<file path="config.mk">
export PLATFORM = sky130hd
export DESIGN_NAME = i2c_byte_master
export DESIGN_NICKNAME = d
export VERILOG_FILES = /design/src/rtl/i2c_byte_master.sv
export SDC_FILE = /design/constraint.sdc
export NUM_CORES = 1
export LEC_CHECK = 0
export ABC_AREA = 1
export CELL_PAD_IN_SITES_DETAIL_PLACEMENT = 2
export CELL_PAD_IN_SITES_GLOBAL_PLACEMENT = 2
export CORE_MARGIN = 2
export CORE_UTILIZATION = 35
export CTS_CLUSTER_SIZE = 28
export DETAILED_ROUTE_END_ITERATION = 10
export PLACE_DENSITY_LB_ADDON = 0.1
export SLEW_MARGIN = 25
export SYNTH_ARGS = -nofsm -noshare
export SYNTH_HDL_FRONTEND = slang
export SYNTH_SLANG_ARGS = --single-unit
</file>
<file path="constraint.sdc">
create_clock -name clk_i -period 3.9 [get_ports clk_i]
set_input_delay 0.78 -clock clk_i [delete_from_list [all_inputs] [get_ports clk_i]]
set_output_delay 0.78 -clock clk_i [all_outputs]
set_load 0.01 [all_outputs]
</file>
<file path="src/rtl/i2c_byte_master.sv">
// Byte-level I2C bus initiator. Executes one START/STOP/WRITE/READ command at
// a time and builds each SCL/SDA quarter from a system-clock prescaler.
// Every output is a register, and the line levels for a quarter are loaded
// on the clock edge that begins that quarter.
module i2c_byte_master #(
  parameter int CLK_DIV        = 250,
  parameter int I2C_DATA_WIDTH = 8
) (
  input  logic                      clk_i,
  input  logic                      rst_i,
  input  logic                      cmd_valid_i,
  output logic                      cmd_ready_o,
  input  logic [2:0]                cmd_i,
  input  logic [I2C_DATA_WIDTH-1:0] wdata_i,
  output logic                      rsp_valid_o,
  output logic [I2C_DATA_WIDTH-1:0] rdata_o,
  output logic                      nack_o,
  output logic                      err_o,
  output logic                      bus_held_o,
  output logic                      scl_o,
  output logic                      sda_o,
  input  logic                      sda_i
);

  localparam int DW = I2C_DATA_WIDTH;

  typedef enum logic [2:0] {S_IDLE, S_START, S_STOP, S_XFER, S_RESP} state_t;
  typedef enum logic [2:0] {OP_START, OP_STOP, OP_WRITE, OP_READ, OP_NOP, OP_ERR} op_t;

  state_t        r_state, w_state_n, w_dec_state;
  op_t           r_op, w_dec_op;
  logic [15:0]   r_cnt, w_cnt_n;
  logic [1:0]    r_q, w_q_n;
  logic [3:0]    r_bit, w_bit_n;
  logic          w_tick, w_accept, w_enter;

  logic [DW-1:0] r_wbyte, r_shift, r_rdata;
  logic          r_ack, r_nack_s, r_nack, r_held;
  logic          r_ready, r_rsp_valid, r_err;
  logic          r_scl, r_sda, w_scl_n, w_sda_n;

  logic [DW-1:0] w_wbyte;
  logic          w_is_read, w_ack, w_bit_sda;
  logic [2:0]    w_idx;

  assign w_accept = cmd_valid_i & r_ready;
  assign w_tick   = (r_cnt == 16'(CLK_DIV - 1));

  // Command decode: illegal or no-op commands go straight to the response state.
  always_comb begin
    w_dec_state = S_RESP;
    w_dec_op    = OP_ERR;
    case (cmd_i)
      3'b000: begin w_dec_state = S_START; w_dec_op = OP_START; end
      3'b001: begin
        if (r_held) begin w_dec_state = S_STOP; w_dec_op = OP_STOP; end
        else        begin w_dec_state = S_RESP; w_dec_op = OP_NOP;  end
      end
      3'b010: if (r_held) begin w_dec_state = S_XFER; w_dec_op = OP_WRITE; end
      3'b011,
      3'b100: if (r_held) begin w_dec_state = S_XFER; w_dec_op = OP_READ; end
      default: ;
    endcase
  end

  // Next state, prescaler, quarter and bit counters; w_enter marks a new quarter.
  always_comb begin
    w_state_n = r_state;
    w_cnt_n   = r_cnt;
    w_q_n     = r_q;
    w_bit_n   = r_bit;
    w_enter   = 1'b0;
    case (r_state)
      S_IDLE: begin
        if (w_accept) begin
          w_cnt_n   = '0;
          w_q_n     = '0;
          w_bit_n   = '0;
          w_state_n = w_dec_state;
          w_enter   = (w_dec_state != S_RESP);
        end
      end
      S_START, S_STOP, S_XFER: begin
        if (w_tick) begin
          w_cnt_n = '0;
          if (r_q == 2'd3) begin
            if (r_state != S_XFER || r_bit == 4'(DW)) begin
              w_state_n = S_RESP;
            end else begin
              w_q_n   = '0;
              w_bit_n = r_bit + 4'd1;
              w_enter = 1'b1;
            end
          end else begin
            w_q_n   = r_q + 2'd1;
            w_enter = 1'b1;
          end
        end else begin
          w_cnt_n = r_cnt + 16'd1;
        end
      end
      S_RESP:  w_state_n = S_IDLE;
      default: w_state_n = S_IDLE;
    endcase
  end

  // In the acceptance cycle the operands are not latched yet, so use the inputs.
  assign w_wbyte   = (r_state == S_IDLE) ? wdata_i : r_wbyte;
  assign w_is_read = (r_state == S_IDLE) ? (w_dec_op == OP_READ) : (r_op == OP_READ);
  assign w_ack     = (r_state == S_IDLE) ? (cmd_i == 3'b011) : r_ack;
  assign w_idx     = 3'(4'(DW - 1) - w_bit_n);

  // SDA level for the bit cell being entered; the ninth bit is the ACK slot.
  always_comb begin
    w_bit_sda = 1'b1;
    if (w_bit_n == 4'(DW)) w_bit_sda = w_is_read ? ~w_ack : 1'b1;
    else if (!w_is_read)   w_bit_sda = w_wbyte[w_idx];
  end

  // Line levels for the quarter being entered; otherwise the lines hold.
  always_comb begin
    w_scl_n = r_scl;
    w_sda_n = r_sda;
    if (w_enter) begin
      case (w_state_n)
        S_START: begin
          case (w_q_n)
            2'd0:    begin w_scl_n = ~r_held; w_sda_n = 1'b1; end
            2'd1:    begin w_scl_n = 1'b1;    w_sda_n = 1'b1; end
            2'd2:    begin w_scl_n = 1'b1;    w_sda_n = 1'b0; end
            default: begin w_scl_n = 1'b0;    w_sda_n = 1'b0; end
          endcase
        end
        S_STOP: begin
          case (w_q_n)
            2'd0:    begin w_scl_n = 1'b0; w_sda_n = 1'b0; end
            2'd1:    begin w_scl_n = 1'b1; w_sda_n = 1'b0; end
            default: begin w_scl_n = 1'b1; w_sda_n = 1'b1; end
          endcase
        end
        S_XFER: begin
          w_scl_n = (w_q_n == 2'd1) || (w_q_n == 2'd2);
          w_sda_n = w_bit_sda;
        end
        default: ;
      endcase
    end
  end

  // FSM state and timing counters.
  always_ff @(posedge clk_i) begin
    if (rst_i) begin
      r_state <= S_IDLE;
      r_cnt   <= '0;
      r_q     <= '0;
      r_bit   <= '0;
    end else begin
      r_state <= w_state_n;
      r_cnt   <= w_cnt_n;
      r_q     <= w_q_n;
      r_bit   <= w_bit_n;
    end
  end

  // Datapath: operand latch, sampling at the end of q1, result and status update.
  always_ff @(posedge clk_i) begin
    if (rst_i) begin
      r_op        <= OP_NOP;
      r_wbyte     <= '0;
      r_ack       <= 1'b0;
      r_shift     <= '0;
      r_nack_s    <= 1'b0;
      r_rdata     <= '0;
      r_nack      <= 1'b0;
      r_held      <= 1'b0;
      r_ready     <= 1'b1;
      r_rsp_valid <= 1'b0;
      r_err       <= 1'b0;
      r_scl       <= 1'b1;
      r_sda       <= 1'b1;
    end else begin
      r_scl       <= w_scl_n;
      r_sda       <= w_sda_n;
      r_ready     <= (w_state_n == S_IDLE);
      r_rsp_valid <= 1'b0;
      r_err       <= 1'b0;
      if (w_accept) begin
        r_op    <= w_dec_op;
        r_wbyte <= wdata_i;
        r_ack   <= (cmd_i == 3'b011);
      end
      if (r_state == S_XFER && w_tick && r_q == 2'd1) begin
        if (r_op == OP_READ) begin
          if (r_bit < 4'(DW)) r_shift <= {r_shift[DW-2:0], sda_i};
        end else if (r_bit == 4'(DW)) begin
          r_nack_s <= sda_i;
        end
      end
      if (r_state == S_RESP) begin
        r_rsp_valid <= 1'b1;
        r_err       <= (r_op == OP_ERR);
        case (r_op)
          OP_START: r_held  <= 1'b1;
          OP_STOP:  r_held  <= 1'b0;
          OP_WRITE: r_nack  <= r_nack_s;
          OP_READ:  r_rdata <= r_shift;
          default:  ;
        endcase
      end
    end
  end

  assign cmd_ready_o = r_ready;
  assign rsp_valid_o = r_rsp_valid;
  assign rdata_o     = r_rdata;
  assign nack_o      = r_nack;
  assign err_o       = r_err;
  assign bus_held_o  = r_held;
  assign scl_o       = r_scl;
  assign sda_o       = r_sda;

endmodule

</file>
### Word level (Yosys, flattened, before mapping)

Index checks and enable logic that the tools add are counted.

| storage, ports and cells | value |
|---|---|
| output and inout bits | 15 |
| input bits | 15 |
| register bits | 61 |
| logic and storage cells | 125 |

| operators by class | value |
|---|---|
| $add $sub $neg | 4 |
| bitwise gates (word level) | 5 |
| muxes and demuxes | 46 |
| reduce and logical (&&, ||, !) cells | 25 |
| eq/ne operators | 26 |
| magnitude comparators | 2 |

Operator list:

| kind | number |
|---|---|
| 16-bit two-way mux | 2 |
| 16-bit case mux with 2 select lines | 1 |
| 3-bit by 2-bit equality test with 1-bit output, second input constant | 9 |
| 3-bit two-way mux | 9 |
| 16-bit by 1-bit adder with 16-bit output, second input constant | 1 |
| 16-bit by 8-bit equality test with 1-bit output, second input constant | 1 |
| 4-bit two-way mux | 4 |
| 1-bit two-way mux | 14 |
| 3-bit by 1-bit equality test with 1-bit output, second input constant | 4 |
| 3-bit logical NOT | 4 |
| 3-bit case mux with 4 select lines | 1 |
| 2-bit AND reduction | 5 |
| 3-bit equality test, second input constant | 3 |
| 3-bit case mux with 3 select lines | 1 |
| 4-bit equality test, second input constant | 2 |
| 2-bit two-way mux | 4 |
| 8-bit two-way mux | 1 |
| 4-bit case mux with 2 select lines | 1 |
| 2-bit OR reduction | 4 |
| 1-bit case mux with 2 select lines | 3 |
| 1-bit case mux with 3 select lines | 2 |
| 3-bit case mux with 2 select lines | 1 |
| 3-bit AND reduction | 2 |
| 3-bit OR reduction | 2 |
| other kinds (19) | 27 |

### Logic depth before layout (Yosys ltp)

| logic depth | value |
|---|---|
| depth in word-level cells | 12 |
| mapped depth | 19 |
| mapped depth without buffers | 19 |

### Worst setup path before layout

Ideal clock, no wire load.

| path | value |
|---|---|
| kind | in2reg |
| start | input cmd_valid_i |
| end | register r_scl, in the netlist scl_o |
| required time | 3784 ps |
| path buffers | 0 |
| setup slack | 1654 ps |
| arrival time | 2130 ps |
| library setup time | 116 ps |
| stages on the path | 11 |
| cells stage by stage | nand2_1 inv_1 nand2_4 o21ai_0 a31oi_2 inv_1 ha_1 a21oi_1 nor3_1 o21ai_1 nand2_1 |

| between the ends | value |
|---|---|
| longest elaborated chain between the ends | 7 |
| elaborated cells between the ends (all ways) | 20 |
| those cells by class | eq/ne: 5; mux: 9; bitwise: 1; reduce/logical: 5 |

RTL lines:

| item | line | RTL |
|---|---|---|
| start: declaration | 11 | `input logic cmd_valid_i,` |
| 1-bit bitwise AND * | 46 | `assign w_accept = cmd_valid_i & r_ready;` |
| 2-bit two-way mux * | 75 | `if (w_accept) begin` |
| 2-bit case mux with 2 select lines * | 73 | `case (r_state)` |
| net w_q_n[1] | 33 | `logic [1:0] r_q, w_q_n;` |
| 2-bit by 1-bit equality test with 1-bit output or 2-bit equality test (tied branches) | 127, 142 |  |
| 2-bit OR reduction (no source line) | -- |  |
| 1-bit case mux with 2 select lines | 127 | `case (w_q_n)` |
| 1-bit case mux with 3 select lines * | 125 | `case (w_state_n)` |
| end signal: assignment | 182 | `r_scl <= w_scl_n;` |
| end: declaration | 40 | `logic r_scl, r_sda, w_scl_n, w_sda_n;` |

The timed path passes the listed nets; every way through them passes the cells marked *.
A chain may end at the register's enable or synchronous reset.

### Worst setup path in the final report

Same ends and word-level chain as after synthesis.

==> flow_summary.toml <==
[placement]
gp_congestion = 0.841
post-dp-hpwl_um = 7790
place_ws_ns = 0.837
io_buffers = 29

[floorplan]
placeableCoreArea_um2 = 9280
die_area_um2 = 10400
initial_core_util_pct = 36.2
fp.dieH_um = 102
ios = 30
fp.dieW_um = 102
std_cell_rows = 35

[critical_path]
r2r-end = "scl_o"
worstPathMaxFanout = 9
endpoint_kind = "register"
cp_data_required_time_ns = 4.15
r2r_start = "r_cnt[1]"
critPathKind = "input pin to register"
worstPathArrival_ns = 2.99
r2r_slack_ns = 1.29
reg2reg_depth = 16
startpoint_type = "input pin"
startpoint = "cmd_valid_i"

[logic_synthesis]
async_flop_share_pct = 0
ys_seq_area_share_pct = 36.3
synthDistinctLibCells = 42
synth-edff-count = 0
synth_nets = 510
synthTopCellsByCount = "nand2_1 (92), dfxtp_1 (61), inv_1 (61)"
synth_top_area_cell = "dfxtp_1"
netlist_instances = 487
synth_area_leaders = "dfxtp_1 (36%), nand2_1 (10%), inv_1 (6.8%), o21ai_0 (6.7%), a21oi_1 (6.3%)"
netlist_area_um2 = 3360
synth_seq_cells = 61
postSynthAreaPerCell_um2 = 6.91
ys.flop_type = "dfxtp_1"
ys_warn_count = 0
yosysTopAreaCellShare_pct = 36.3
yosysMostFrequentCell = "nand2_1"

[global_routing]
grt_overflow = 0
track_usage_pct = 21.8
grt_pass1_wl_um = 17600
antenna_found_initial = 0
grt_max_degree = 37
grt_pass1_vias = 3582

[final_layout]
drive_gt1_share_pct = 13.8
final-seq-area_um2 = 1220
n_antenna_cell = 0
nNetsFinal = 541
final_core_util_pct = 42.6
n_fill_cell = 1159
multi_input_area_um2 = 1810
area_growth_pct = 17.7

[worst_hold_path]
hold_depth = 2
hold_path.startpoint = "r_nack_s"
holdPathEnd = "r_nack_s"
worstHoldPathType = "register to register"

[pwr]
peakVddDrop_mv = 0.183
p_comb_share_pct = 9.4
power.internal_w = 0.000921
p_total_w = 0.00132
clockPowerShare_pct = 41.5
switchingPower_w = 0.000395
switching_share_pct = 30.0
pwr_density_cell_nw_per_um2 = 332
p_seq_share_pct = 49.1
leakage_nw = 1.60

[clock_network]
clock-sinks = 61
numCtsBuffers = 9
hold_buffers = 0
cts_resized = 0
htreeDepth = 3
tritoncts = "built"
root_buffer = "clkbuf_8"
cts.clk_slew.worst_paths_ns = 0.08
insertion_delay_ns = 0.36
postCtsSetupRepairBufs = 0
clock_path_buffers = 2

[sta]
setup_violations = 0
slew_headroom_pct = 45.9
tightest_slew_ns = 0.808
period_share_pct = 70.3
fin_skew_ns = 0.0177
finalSetupTns_ns = 0
fin_crit_ns = 2.74
maxSlewViolCount = 0
hold_viol = 0
fin_ws_ns = 1.16
max_freq_mhz = 365
whs_ns = 0.471
rsz0062_at_grt = "no"

[route]
drtAntennaViolNets = 0
via_count = 3338
vias_per_cell = 5.12
routed_wl_um = 10600
drc_errors = 0
drtPass1Iterations = 4
avgRoutedWirePerCell_um = 16.2
drtIter0Drc = 79

[status]
status = "complete, no violations"

[run]
maxCapViolations = 0
[per-stage QoR]
stage / area (um^2) / cells
2_1_floorplan: 3360 / 487
3_3_place_gp: 3780 / 636
3_5_place_dp: 3780 / 636
4_1_cts: 3960 / 652
5_1_grt: 3960 / 652
6_report: 3960 / 652
[placed cells by master, fill, tap and decap left out, drive strengths merged]
master,netlist,final
dfxtp,61,61
clkinvlp,0,2
nand4,8,8
nand3,25,25
a311oi,1,1
nor3,9,9
nand2,108,108
o32ai,1,1
clkbuf,6,9
buf,5,2
o22ai,1,1
mux2i,2,2
nor4,2,2
xor2,1,1
o21a,1,1
a221oi,2,2
clkdlybuf4s50,0,29
inv,72,76
a21oi,45,45
nand3b,1,1
clkinv,1,2
o21ai,52,52
ha,8,8
a31oi,1,1
or2,2,2
nor2,69,69
or3,1,1
a211oi,2,2
[registers in the layout (all words and copies together) (netlist names)]
signal / flops
r_nack_s: 1
cmd_ready_o: 1
r_state: 3
r_shift: 8
r_wbyte: 8
sda_o: 1
r_cnt: 16
nack_o: 1
r_ack: 1
bus_held_o: 1
r_q: 2
rsp_valid_o: 1
rdata_o: 8
err_o: 1
r_bit: 4
r_op: 3
scl_o: 1
[power by group through the flow]
stage,logic (W),clock network [W],registers (W)
finish,0.000124,0.000546,0.000647
global route,0.000140,0.000587,0.000649
CTS,0.000127,0.000567,0.000647
detailed placement,0.000124,0,0.000661
global placement,0.000119,0,0.000660
floorplan,0.0000728,0,0.000660
[cells by family after synthesis]
kind of cell,count (synthesis),synth area share (%)
fa+ha+maj,8,2.98
compound gates,106,17.0
simple gates,225,33.0
buf+inv,84,9.78
mux,2,0.595
xor+xnor,1,0.260
flops,61,36.3
[worst max-delay path, stage by stage]
cell	delay [ns]
clkdlybuf4s50_1	0.45
nand2_1	0.24
inv_1	0.21
nand2_4	0.12
inv_1	0.14
o32ai_1	0.10
o21ai_1	0.17
inv_1	0.08
ha_1	0.30
a21oi_1	0.13
nor3_1	0.07
o21ai_1	0.14
nand2_1	0.06
[per-layer routing]
| metal | GRT usage (%) | share of wire (%) | vias to the layer above |
|---|---|---|---|
| met5 | 0 | 0 | - |
| met2 | 37.6 | 49 | 46 |
| met1 | 28.0 | 47 | 1643 |
| met4 | 6.87 | 1.3 | 0 |
| li1 | - | - | 1635 |
| met3 | 3.28 | 2.3 | 14 |
[cell type report]
type	instances	share of cell area, %
multi-input cells	342	45.8
flip-flops and latches	61	30.8
repair buffers	31	7.71
inverters	73	6.98
well taps	129	4.08
clock buffers	9	3.13
clock inverters	7	1.45
[worst max-delay path by stage]
stage and to:
5_1_grt scl_o, 3_5_place_dp scl_o, 3_3_place_gp scl_o, 2_1_floorplan scl_o
4_1_cts scl_o, 6_report scl_o
(Power assumes the default switching activity.)
